**src/rtl/seq_datapath.sv**
```systemverilog
// Sequenced datapath: regfile, A/B/C, shifter, ALU and N/Z/V status run as RDA-RDB-EXE-WB per command.
// Optional SEQ_DP_SAT_EN: add/sub saturate to signed max/min on overflow.
module seq_datapath #(
  parameter int W    = 16,
  parameter int NREG = 8,
  parameter int PCW  = 8,
  localparam int RW  = $clog2(NREG)
) (
  input  logic          clk,
  input  logic          rst_n,
  input  logic          cmd_valid,
  output logic          cmd_ready,
  input  logic [RW-1:0] cmd_rn,
  input  logic [RW-1:0] cmd_rm,
  input  logic [RW-1:0] cmd_rd,
  input  logic [1:0]    cmd_shift,
  input  logic [1:0]    cmd_aluop,
  input  logic          cmd_asel,
  input  logic          cmd_bsel,
  input  logic [1:0]    cmd_vsel,
  input  logic [7:0]    cmd_imm,
  input  logic          cmd_loads,
  input  logic          cmd_wb,
  input  logic [W-1:0]  mdata,
  input  logic [PCW-1:0] pc,
  output logic [W-1:0]  dp_out,
  output logic          z_out,
  output logic          n_out,
  output logic          v_out,
  output logic          done
);

  typedef enum logic [2:0] {S_IDLE, S_RDA, S_RDB, S_EXE, S_WB} state_t;

  typedef struct packed {
    logic [RW-1:0] rn;
    logic [RW-1:0] rm;
    logic [RW-1:0] rd;
    logic [1:0]    shift;
    logic [1:0]    aluop;
    logic          asel;
    logic          bsel;
    logic [1:0]    vsel;
    logic [7:0]    imm;
    logic          loads;
    logic          wb;
  } cmd_t;

  state_t                   state_q, state_d;
  cmd_t                     cmd_q, cmd_d;
  logic                     ready_q, ready_d;
  logic                     done_q, done_d;
  logic [W-1:0]             a_q, a_d, b_q, b_d, c_q, c_d;
  logic                     z_q, z_d, n_q, n_d, v_q, v_d;
  logic [NREG-1:0][W-1:0]   regs_q, regs_d;

  logic                     accept;
  logic [W-1:0]             b_sh, alu_a, alu_b, alu_res, wb_val;
  logic                     alu_v;

  assign accept = cmd_valid && ready_q;

  // Shifter sits on the B path; the immediate bypasses it.
  always_comb begin
    b_sh = b_q;
    unique case (cmd_q.shift)
      2'b00: b_sh = b_q;
      2'b01: b_sh = {b_q[W-2:0], 1'b0};
      2'b10: b_sh = {1'b0, b_q[W-1:1]};
      2'b11: b_sh = {b_q[W-1], b_q[W-1:1]};
      default: b_sh = b_q;
    endcase
  end

  always_comb begin
    alu_a   = cmd_q.asel ? '0 : a_q;
    alu_b   = cmd_q.bsel ? W'(cmd_q.imm[4:0]) : b_sh;
    alu_res = '0;
    alu_v   = 1'b0;
    unique case (cmd_q.aluop)
      2'b00: begin
        alu_res = alu_a + alu_b;
        alu_v   = (alu_a[W-1] == alu_b[W-1]) && (alu_res[W-1] != alu_a[W-1]);
      end
      2'b01: begin
        alu_res = alu_a - alu_b;
        alu_v   = (alu_a[W-1] != alu_b[W-1]) && (alu_res[W-1] != alu_a[W-1]);
      end
      2'b10: alu_res = alu_a & alu_b;
      2'b11: alu_res = ~alu_b;
      default: alu_res = '0;
    endcase
`ifdef SEQ_DP_SAT_EN
    // Overflow direction always follows A's sign for both add and subtract.
    if (alu_v)
      alu_res = alu_a[W-1] ? {1'b1, {(W-1){1'b0}}} : {1'b0, {(W-1){1'b1}}};
`endif
  end

  always_comb begin
    wb_val = c_q;
    unique case (cmd_q.vsel)
      2'b00: wb_val = mdata;
      2'b01: wb_val = W'($signed(cmd_q.imm));
      2'b10: wb_val = W'(pc);
      2'b11: wb_val = c_q;
      default: wb_val = c_q;
    endcase
  end

  always_comb begin
    state_d = state_q;
    cmd_d   = cmd_q;
    a_d     = a_q;
    b_d     = b_q;
    c_d     = c_q;
    z_d     = z_q;
    n_d     = n_q;
    v_d     = v_q;
    regs_d  = regs_q;
    done_d  = 1'b0;
    unique case (state_q)
      S_IDLE: if (accept) begin
        cmd_d.rn    = cmd_rn;
        cmd_d.rm    = cmd_rm;
        cmd_d.rd    = cmd_rd;
        cmd_d.shift = cmd_shift;
        cmd_d.aluop = cmd_aluop;
        cmd_d.asel  = cmd_asel;
        cmd_d.bsel  = cmd_bsel;
        cmd_d.vsel  = cmd_vsel;
        cmd_d.imm   = cmd_imm;
        cmd_d.loads = cmd_loads;
        cmd_d.wb    = cmd_wb;
        // Only a C writeback needs the execute pipeline.
        state_d     = (cmd_vsel == 2'b11) ? S_RDA : S_WB;
      end
      S_RDA: begin
        a_d     = regs_q[cmd_q.rn];
        state_d = S_RDB;
      end
      S_RDB: begin
        b_d     = regs_q[cmd_q.rm];
        state_d = S_EXE;
      end
      S_EXE: begin
        c_d = alu_res;
        if (cmd_q.loads) begin
          z_d = (alu_res == '0);
          n_d = alu_res[W-1];
          v_d = alu_v;
        end
        state_d = S_WB;
      end
      S_WB: begin
        if (cmd_q.wb) regs_d[cmd_q.rd] = wb_val;
        done_d  = 1'b1;
        state_d = S_IDLE;
      end
      default: state_d = S_IDLE;
    endcase
    ready_d = (state_d == S_IDLE);
  end

  always_ff @(posedge clk or negedge rst_n) begin
    if (!rst_n) begin
      state_q <= S_IDLE;
      cmd_q   <= '0;
      ready_q <= 1'b1;
      done_q  <= 1'b0;
      a_q     <= '0;
      b_q     <= '0;
      c_q     <= '0;
      z_q     <= 1'b0;
      n_q     <= 1'b0;
      v_q     <= 1'b0;
      regs_q  <= '0;
    end else begin
      state_q <= state_d;
      cmd_q   <= cmd_d;
      ready_q <= ready_d;
      done_q  <= done_d;
      a_q     <= a_d;
      b_q     <= b_d;
      c_q     <= c_d;
      z_q     <= z_d;
      n_q     <= n_d;
      v_q     <= v_d;
      regs_q  <= regs_d;
    end
  end

  assign cmd_ready = ready_q;
  assign done      = done_q;
  assign dp_out    = c_q;
  assign z_out     = z_q;
  assign n_out     = n_q;
  assign v_out     = v_q;

endmodule

```
**config.mk**
```make
export PLATFORM = sky130hd
export DESIGN_NAME = seq_datapath
export DESIGN_NICKNAME = d
export VERILOG_FILES = /design/src/rtl/seq_datapath.sv
export SDC_FILE = /design/constraint.sdc
export NUM_CORES = 1
export LEC_CHECK = 0
export BUFFER_PORTS_ARGS = -buffer_cell sky130_fd_sc_hd__buf_2
export CAP_MARGIN = 20
export CORE_UTILIZATION = 55
export DETAILED_ROUTE_END_ITERATION = 8
export PLACE_DENSITY = 0.73
export SYNTH_ARGS = -nofsm -noshare
export SYNTH_HDL_FRONTEND = slang
export SYNTH_SLANG_ARGS = --single-unit
```
**constraint.sdc**
```tcl
create_clock -name clk -period 9.5 [get_ports clk]
set_input_delay 1.425 -clock clk [delete_from_list [all_inputs] [get_ports clk]]
set_output_delay 1.425 -clock clk [all_outputs]
set_load 0.02 [all_outputs]
```
==> results of run 1 <==
[synthesized netlist by cell type, types with 11 or more instances]
library cell  count  share of area [%]
a22oi_1          11               0.66
nor3_1           19               0.76
mux2_2           98                8.8
dfrtp_1         210                 42
mux4_2           74                 13
buf_1            12               0.36
nor2b_1          21                1.1
inv_1            37                1.1
nor2_1           97                2.9
a21oi_1          98                3.9
clkbuf_1         63                1.9
nand3_1          14               0.56
mux2i_1          50                4.0
ha_1             31                3.1
nand2_1         111                3.3
o21ai_0          70                2.8
[routing by layer]
metal / GRT usage [%] / share of wire, % / vias to the layer above
met1: 38.6 / 42 / 4770
met3: 4.44 / 6.2 / 87
met2: 48.6 / 49 / 328
li1: - / - / 4314
met5: 0 / 0 / -
met4: 12.4 / 3.6 / 0
[flip-flops by register name, summed over array words and instances (netlist names)]
name	count
b_q	16
z_out	1
regs_q	128
a_q	16
dp_out	16
cmd_ready	1
state_q	3
done	1
cmd_q	27
v_out	1
n_out	1
[cell families after synthesis]
| logic type | after synthesis | share of synthesized area [%] |
|---|---|---|
| compound gates | 251 | 12.2 |
| xor+xnor | 12 | 0.843 |
| fa+ha+maj | 33 | 3.43 |
| buf+inv | 121 | 3.74 |
| flops | 211 | 42.3 |
| mux | 222 | 26.2 |
| simple gates | 309 | 11.2 |
[area by class of cell]
cell class | count | area, um2
flip-flops and latches | 211 | 5280
clock buffers | 34 | 678
repair buffers | 98 | 607
inverters | 41 | 154
fillers | 1755 | 8070
clock inverters | 9 | 126
multi-input cells | 827 | 6760
well taps | 280 | 350
[worst paths after layout]
| path | from | cells after the start | slack, ns | endpoint |
|---|---|---|---|---|
| max | cmd_q[16] | 14 | 5.16 | z_out |
| max reg2reg | cmd_q[16] | 14 | 5.16 | z_out |
| max in group asynchronous | rst_n | 2 | 7.22 | cmd_q[24] |
| min in group asynchronous | rst_n | 1 | 0.96 | regs_q[64] |
| min | n_out | 2 | 0.49 | n_out |
| min reg2reg | n_out | 2 | 0.49 | n_out |
[worst min-delay path, stage by stage (launching register included)]
cell     delay, ns
dfrtp_1       0.35
nand2_1       0.05
o21ai_0       0.06
[cell usage in the layout (no fill, tap or decap), types with 31 or more instances in the layout]
cell type / instances
mux2i_1: 50
inv_1: 37
ha_1: 31
buf_2: 73
a21oi_1: 98
dfrtp_1: 208
nor2_1: 95
nand2_1: 111
mux4_2: 74
o21ai_0: 70
mux2_2: 98
[per-stage QoR]
step / instances / instance area (um2)
after floorplan: 1159 / 12500
after global placement: 1454 / 13100
after detailed placement: 1454 / 13100
after CTS: 1497 / 13900
after global routing: 1500 / 14000
final: 1500 / 14000
==> impl_metrics.py, run 1 <==
metrics = {
    "yosys": {
        "ys_types": 66,
        "async_flop_share_pct": 100,
        "synth.cell_area_mm2": 0.0125,
        "synth_cells": 1159,
        "synth_seq_cells": 211,
        "synth-main-ff-cell": "dfrtp_1",
        "synth_edf_count": 0,
        "postSynthAreaPerCell_um2": 10.8,
        "ys_seq_area_share_pct": 42.3,
        "mappedNetlistNets": 1246,
        "synth-warning-count": 0,
    },
    "route": {
        "postRouteAntennaNets": 0,
        "drtIter0Drc": 779,
        "drt_pass1_iterations": 9,
        "drc": 6,
        "finalWirelength_um": 33300,
        "vias": 9499,
        "wl_per_cell_um": 22.2,
        "viasPerCell": 6.33,
    },
    "worst_setup_path": {
        "critical_path.max_stage_delay_ns": 0.82,
        "crit_type": "reg -> reg",
        "path_cells": "mux2_2 > o211ai_1 > and2_1 > inv_1 > ha_1 > inv_1 > o221ai_1 > a211oi_1 > o21ai_0 > a21oi_1 > o22ai_1 > a2111oi_2 > nand4_1 > o21ai_1",
        "critical_path.top_delay_family": "compound AO/OA/AOI/OAI gates",
        "arrival_ns": 4.79,
        "critical_path.startpoint_type": "flop",
        "setup.worst_path.end_class": "flop",
        "cpMaxStageDelayCell": "dfrtp_1",
        "path_buf_inv": 2,
        "crit_required_ns": 9.95,
        "cp_max_fo": 18,
        "crit_path_frequent_cell": "inv_1",
    },
    "sta": {
        "fin_crit_ns": 4.34,
        "hold_violations": 0,
        "setup_tns_ns": 0,
        "worstMarginPinSlew_ns": 1.02,
        "slew_headroom_pct": 32.0,
        "finalMaxSlewViolations": 0,
        "fmax_ghz": 0.231,
        "fin_skew_ns": 0.0204,
        "fin_crit_sh_pct": 45.6,
        "holdWs_ns": 0.494,
        "layout_setup_ws_ns": 5.16,
        "setup_viol": 0,
        "rsz0062_at_grt": "no",
    },
    "run_status": {
        "status": "complete, but fails checks",
        "violations": "design-rule violations",
    },
    "global_route": {
        "overflow": 0,
        "grt_use_total_pct": 29.3,
        "grt_max_degree": 99,
        "grt_pass1_wl_um": 52700,
        "grt_antenna_before_repair": 0,
        "grt_pass1_vias": 9525,
    },
    "placement": {
        "place.detailed.hpwl_um": 22600,
        "place_ws_ns": 5.25,
        "io_buffers": 74,
        "gp_congestion": 0.931,
    },
    "clock_network": {
        "cts_resized": 0,
        "cts_buffer_depth": 3,
        "cts_max_level": 1,
        "clkSinkCount": 211,
        "cts_root_buf": "clkbuf_16",
        "cts_buffers": 24,
        "cts_hold_buf": 0,
        "cts.clk_slew.worst_paths_ns": 0.06,
        "clk_latency_ns": 0.54,
        "post-cts-setup-buffers": 0,
        "tritoncts": "built",
    },
    "layout": {
        "areaGrowthSynthToFinish_pct": 11.9,
        "layout-drive-gt1-share_pct": 27.0,
        "final_nets": 1290,
        "num_antenna_cells": 0,
        "fin_util_pct": 63.4,
    },
    "min_path": {
        "hold_class": "reg -> reg",
    },
    "floorplanning": {
        "start_util_pct": 56.6,
        "dieArea_mm2": 0.0233,
        "fp.dieH_um": 153,
        "row_count": 54,
        "die_x_um": 153,
        "core_mm2": 0.0220,
        "ios": 75,
    },
    "job": {
        "maxCapViolCount": 0,
    },
}
Power of run 1 is not shown: default switching activity piles up to over one toggle a cycle in this logic, so the estimate is an artifact.
==> run 2: changes to the inputs <==
--- a/config.mk
+++ b/config.mk
@@ -5,11 +5,12 @@
 export SDC_FILE = /design/constraint.sdc
 export NUM_CORES = 1
 export LEC_CHECK = 0
+export ABC_AREA = 1
 export BUFFER_PORTS_ARGS = -buffer_cell sky130_fd_sc_hd__buf_2
 export CAP_MARGIN = 20
 export CORE_UTILIZATION = 55
 export DETAILED_ROUTE_END_ITERATION = 8
-export PLACE_DENSITY = 0.73
+export PLACE_DENSITY = 0.76
 export SYNTH_ARGS = -nofsm -noshare
 export SYNTH_HDL_FRONTEND = slang
 export SYNTH_SLANG_ARGS = --single-unit
==> constraint.sdc (replaced) <==
create_clock -name clk -period 3.9 [get_ports clk]
set_input_delay 0.585 -clock clk [delete_from_list [all_inputs] [get_ports clk]]
set_output_delay 0.585 -clock clk [all_outputs]
set_load 0.02 [all_outputs]
==> impl_metrics.py, run 2 <==
metrics = {
    "sta": {
        "slew_headroom_pct": 17.0,
        "rsz0062_at_grt": "no",
        "hold_violations": 0,
        "finalMaxSlewViolations": 0,
        "layout_setup_ws_ns": 0.489,
        "fmax_ghz": 0.293,
        "setup_tns_ns": 0,
        "fin_crit_ns": 3.41,
        "worstMarginPinSlew_ns": 1.24,
        "fin_skew_ns": 0.0180,
        "setup_viol": 0,
        "fin_crit_sh_pct": 87.5,
    },
    "layout": {
        "final_nets": 1957,
        "layout_commonest_cell": "nand2_1",
        "nFillCells": 2137,
        "top_regs": "regs_q: 128 flops, cmd_q: 27 flops",
        "layout_common_cells": "nand2_1 (507), o21ai_0 (272), inv_1 (209)",
        "top_register": "regs_q",
        "fin_area_mm2": 0.0143,
        "num_antenna_cells": 0,
        "areaGrowthSynthToFinish_pct": 10.5,
        "largest_reg_flops": 128,
        "layout-drive-gt1-share_pct": 9.06,
    },
    "floorplanning": {
        "ios": 75,
        "fp.dieH_um": 155,
        "core_mm2": 0.0228,
        "dieArea_mm2": 0.0241,
        "die_x_um": 155,
        "start_util_pct": 56.6,
        "row_count": 55,
    },
    "worst_setup_path": {
        "cp_max_fo": 13,
        "critical_path.max_stage_delay_ns": 0.52,
        "critical_path.startpoint_type": "flop",
        "arrival_ns": 3.87,
        "crit_type": "reg -> reg",
        "path_cells": "nor2_1 > nand2_1 > nand2_1 > o21ai_0 > inv_1 > ha_1 > inv_1 > fa_1 > inv_1 > nand2_1 > nand2_1 > xor2_1 > nand2_1 > nand2_1 > nand2_1 > nor2_1 > nand3_1 > nor2_1 > nand2_1 > nand2_1",
        "cpMaxStageDelayCell": "dfrtp_1",
        "path_buf_inv": 3,
        "setup.worst_path.end_class": "flop",
        "crit_required_ns": 4.36,
        "crit_path_frequent_cell": "nand2_1",
        "critical_path.top_delay_family": "simple AND/OR/NAND/NOR gates",
    },
    "clock_network": {
        "clkSinkCount": 211,
        "cts_resized": 0,
        "cts_root_buf": "clkbuf_16",
        "cts_hold_buf": 0,
        "cts_max_level": 1,
        "cts_buffers": 24,
        "tritoncts": "built",
        "cts.clk_slew.worst_paths_ns": 0.06,
        "post-cts-setup-buffers": 0,
        "clk_latency_ns": 0.54,
        "cts_buffer_depth": 3,
    },
    "placement": {
        "place_ws_ns": 0.579,
        "io_buffers": 74,
        "placed_area_mm2": 0.0135,
        "gp_congestion": 0.984,
        "place.detailed.hpwl_um": 28300,
    },
    "yosys": {
        "synth_seq_cells": 211,
        "synth-warning-count": 0,
        "ys_types": 40,
        "synth-main-ff-cell": "dfrtp_1",
        "yosys.area.top_type": "dfrtp_1",
        "synth_cells": 1842,
        "yosys.cell_count.top_type": "nand2_1",
        "synthTopCellsByCount": "nand2_1 (507), o21ai_0 (272), dfrtp_1 (210)",
        "synthTopCellsByArea": "dfrtp_1 (41%), nand2_1 (15%), o21ai_0 (11%)",
        "async_flop_share_pct": 100,
        "synth.cell_area_mm2": 0.0129,
        "synth_top_area_share_pct": 40.7,
        "mappedNetlistNets": 1929,
        "postSynthAreaPerCell_um2": 7.02,
        "synth_edf_count": 0,
        "ys_seq_area_share_pct": 40.9,
    },
    "job": {
        "maxCapViolCount": 0,
    },
    "route": {
        "finalWirelength_um": 39900,
        "drtIter0Drc": 1202,
        "drt_pass1_iterations": 6,
        "postRouteAntennaNets": 0,
        "drc": 0,
        "wl_per_cell_um": 18.1,
        "vias": 12680,
        "viasPerCell": 5.76,
    },
    "power": {
        "p_per_area_mw_per_mm2": 1000,
        "p_leak_uw": 0.00722,
        "ir_worst_vdd_mv": 0.748,
    },
    "global_route": {
        "grt_use_total_pct": 33.8,
        "grt_pass1_wl_um": 63900,
        "grt_max_degree": 109,
        "overflow": 0,
        "grt_pass1_vias": 12046,
        "grt_antenna_before_repair": 1,
    },
    "min_path": {
        "hold_class": "in -> async",
    },
    "run_status": {
        "status": "finished, final reports clean",
    },
}
==> run 2: cell count changes after synthesis, sizes merged, moves of 29 or more <==
cell,before,now
mux4,74,0
mux2i,50,0
o211ai,9,64
o21ai,71,272
nor2,97,126
mux2,98,10
nand2,111,508
inv,37,215
nand3,14,124
==> run 2: final cells by class <==
type                       count  area (um2)  share of cell area (%)
clock buffer                  35         693                    4.85
sequential                   211        5290                    37.0
timing repair buffer         102         621                    4.35
multi-input combinational   1313        6420                    45.0
inverter                     218         818                    5.73
tap                          313         392                    2.74
clock inverter                 9        48.8                   0.342
==> run 2: power breakdown <==
part	total, uW	switching (uW)	internal [uW]	leakage [uW]
sequential	4170	910	3260	0.00225
combinational	7970	5470	2510	0.00460
clock	2150	917	1230	0.000373
total	14300	7300	6990	0.00722
==> run 2: logic make-up after synthesis <==
kind of cell,synth area share (%)
mux,0.871
simple gates,24.7
buf+inv,9.58
xor+xnor,0.203
compound gates,20.5
fa+ha+maj,3.31
flops,40.9
==> run 2: metrics by stage <==
step,hold WS (ns),power (uW),util (%),instances
floorplan,0.289,9630,-,1842
global placement,0.467,11800,59.1,2155
detailed placement,0.473,11900,59.1,2155
CTS,0.202,14100,62.3,2199
global route,0.229,15500,62.5,2201
finish,0.123,14300,62.5,2201
==> run 2: metal layers <==
layer / vias up / GRT usage [%] / wire length [um]
li1: 6108 / - / -
met1: 5990 / 44.3 / 16900
met2: 490 / 56.5 / 18900
met3: 92 / 4.79 / 2510
met4: 0 / 13.9 / 1630
met5: - / 0 / 0
==> run 2: path summary, 6_finish.rpt <==
kind                            start  slack [ns]         end  cells after the start
setup / recovery            cmd_q[17]        0.49       z_out                     20
hold / removal                  rst_n        0.12  regs_q[22]                      1
setup reg to reg            cmd_q[17]        0.49       z_out                     20
hold reg to reg            regs_q[49]        0.49  regs_q[49]                      2
max in group asynchronous       rst_n        2.84    cmd_q[2]                      2
min in group clk               cmd_wb        0.28    cmd_q[0]                      2
Power figures use the tool's default switching activity.
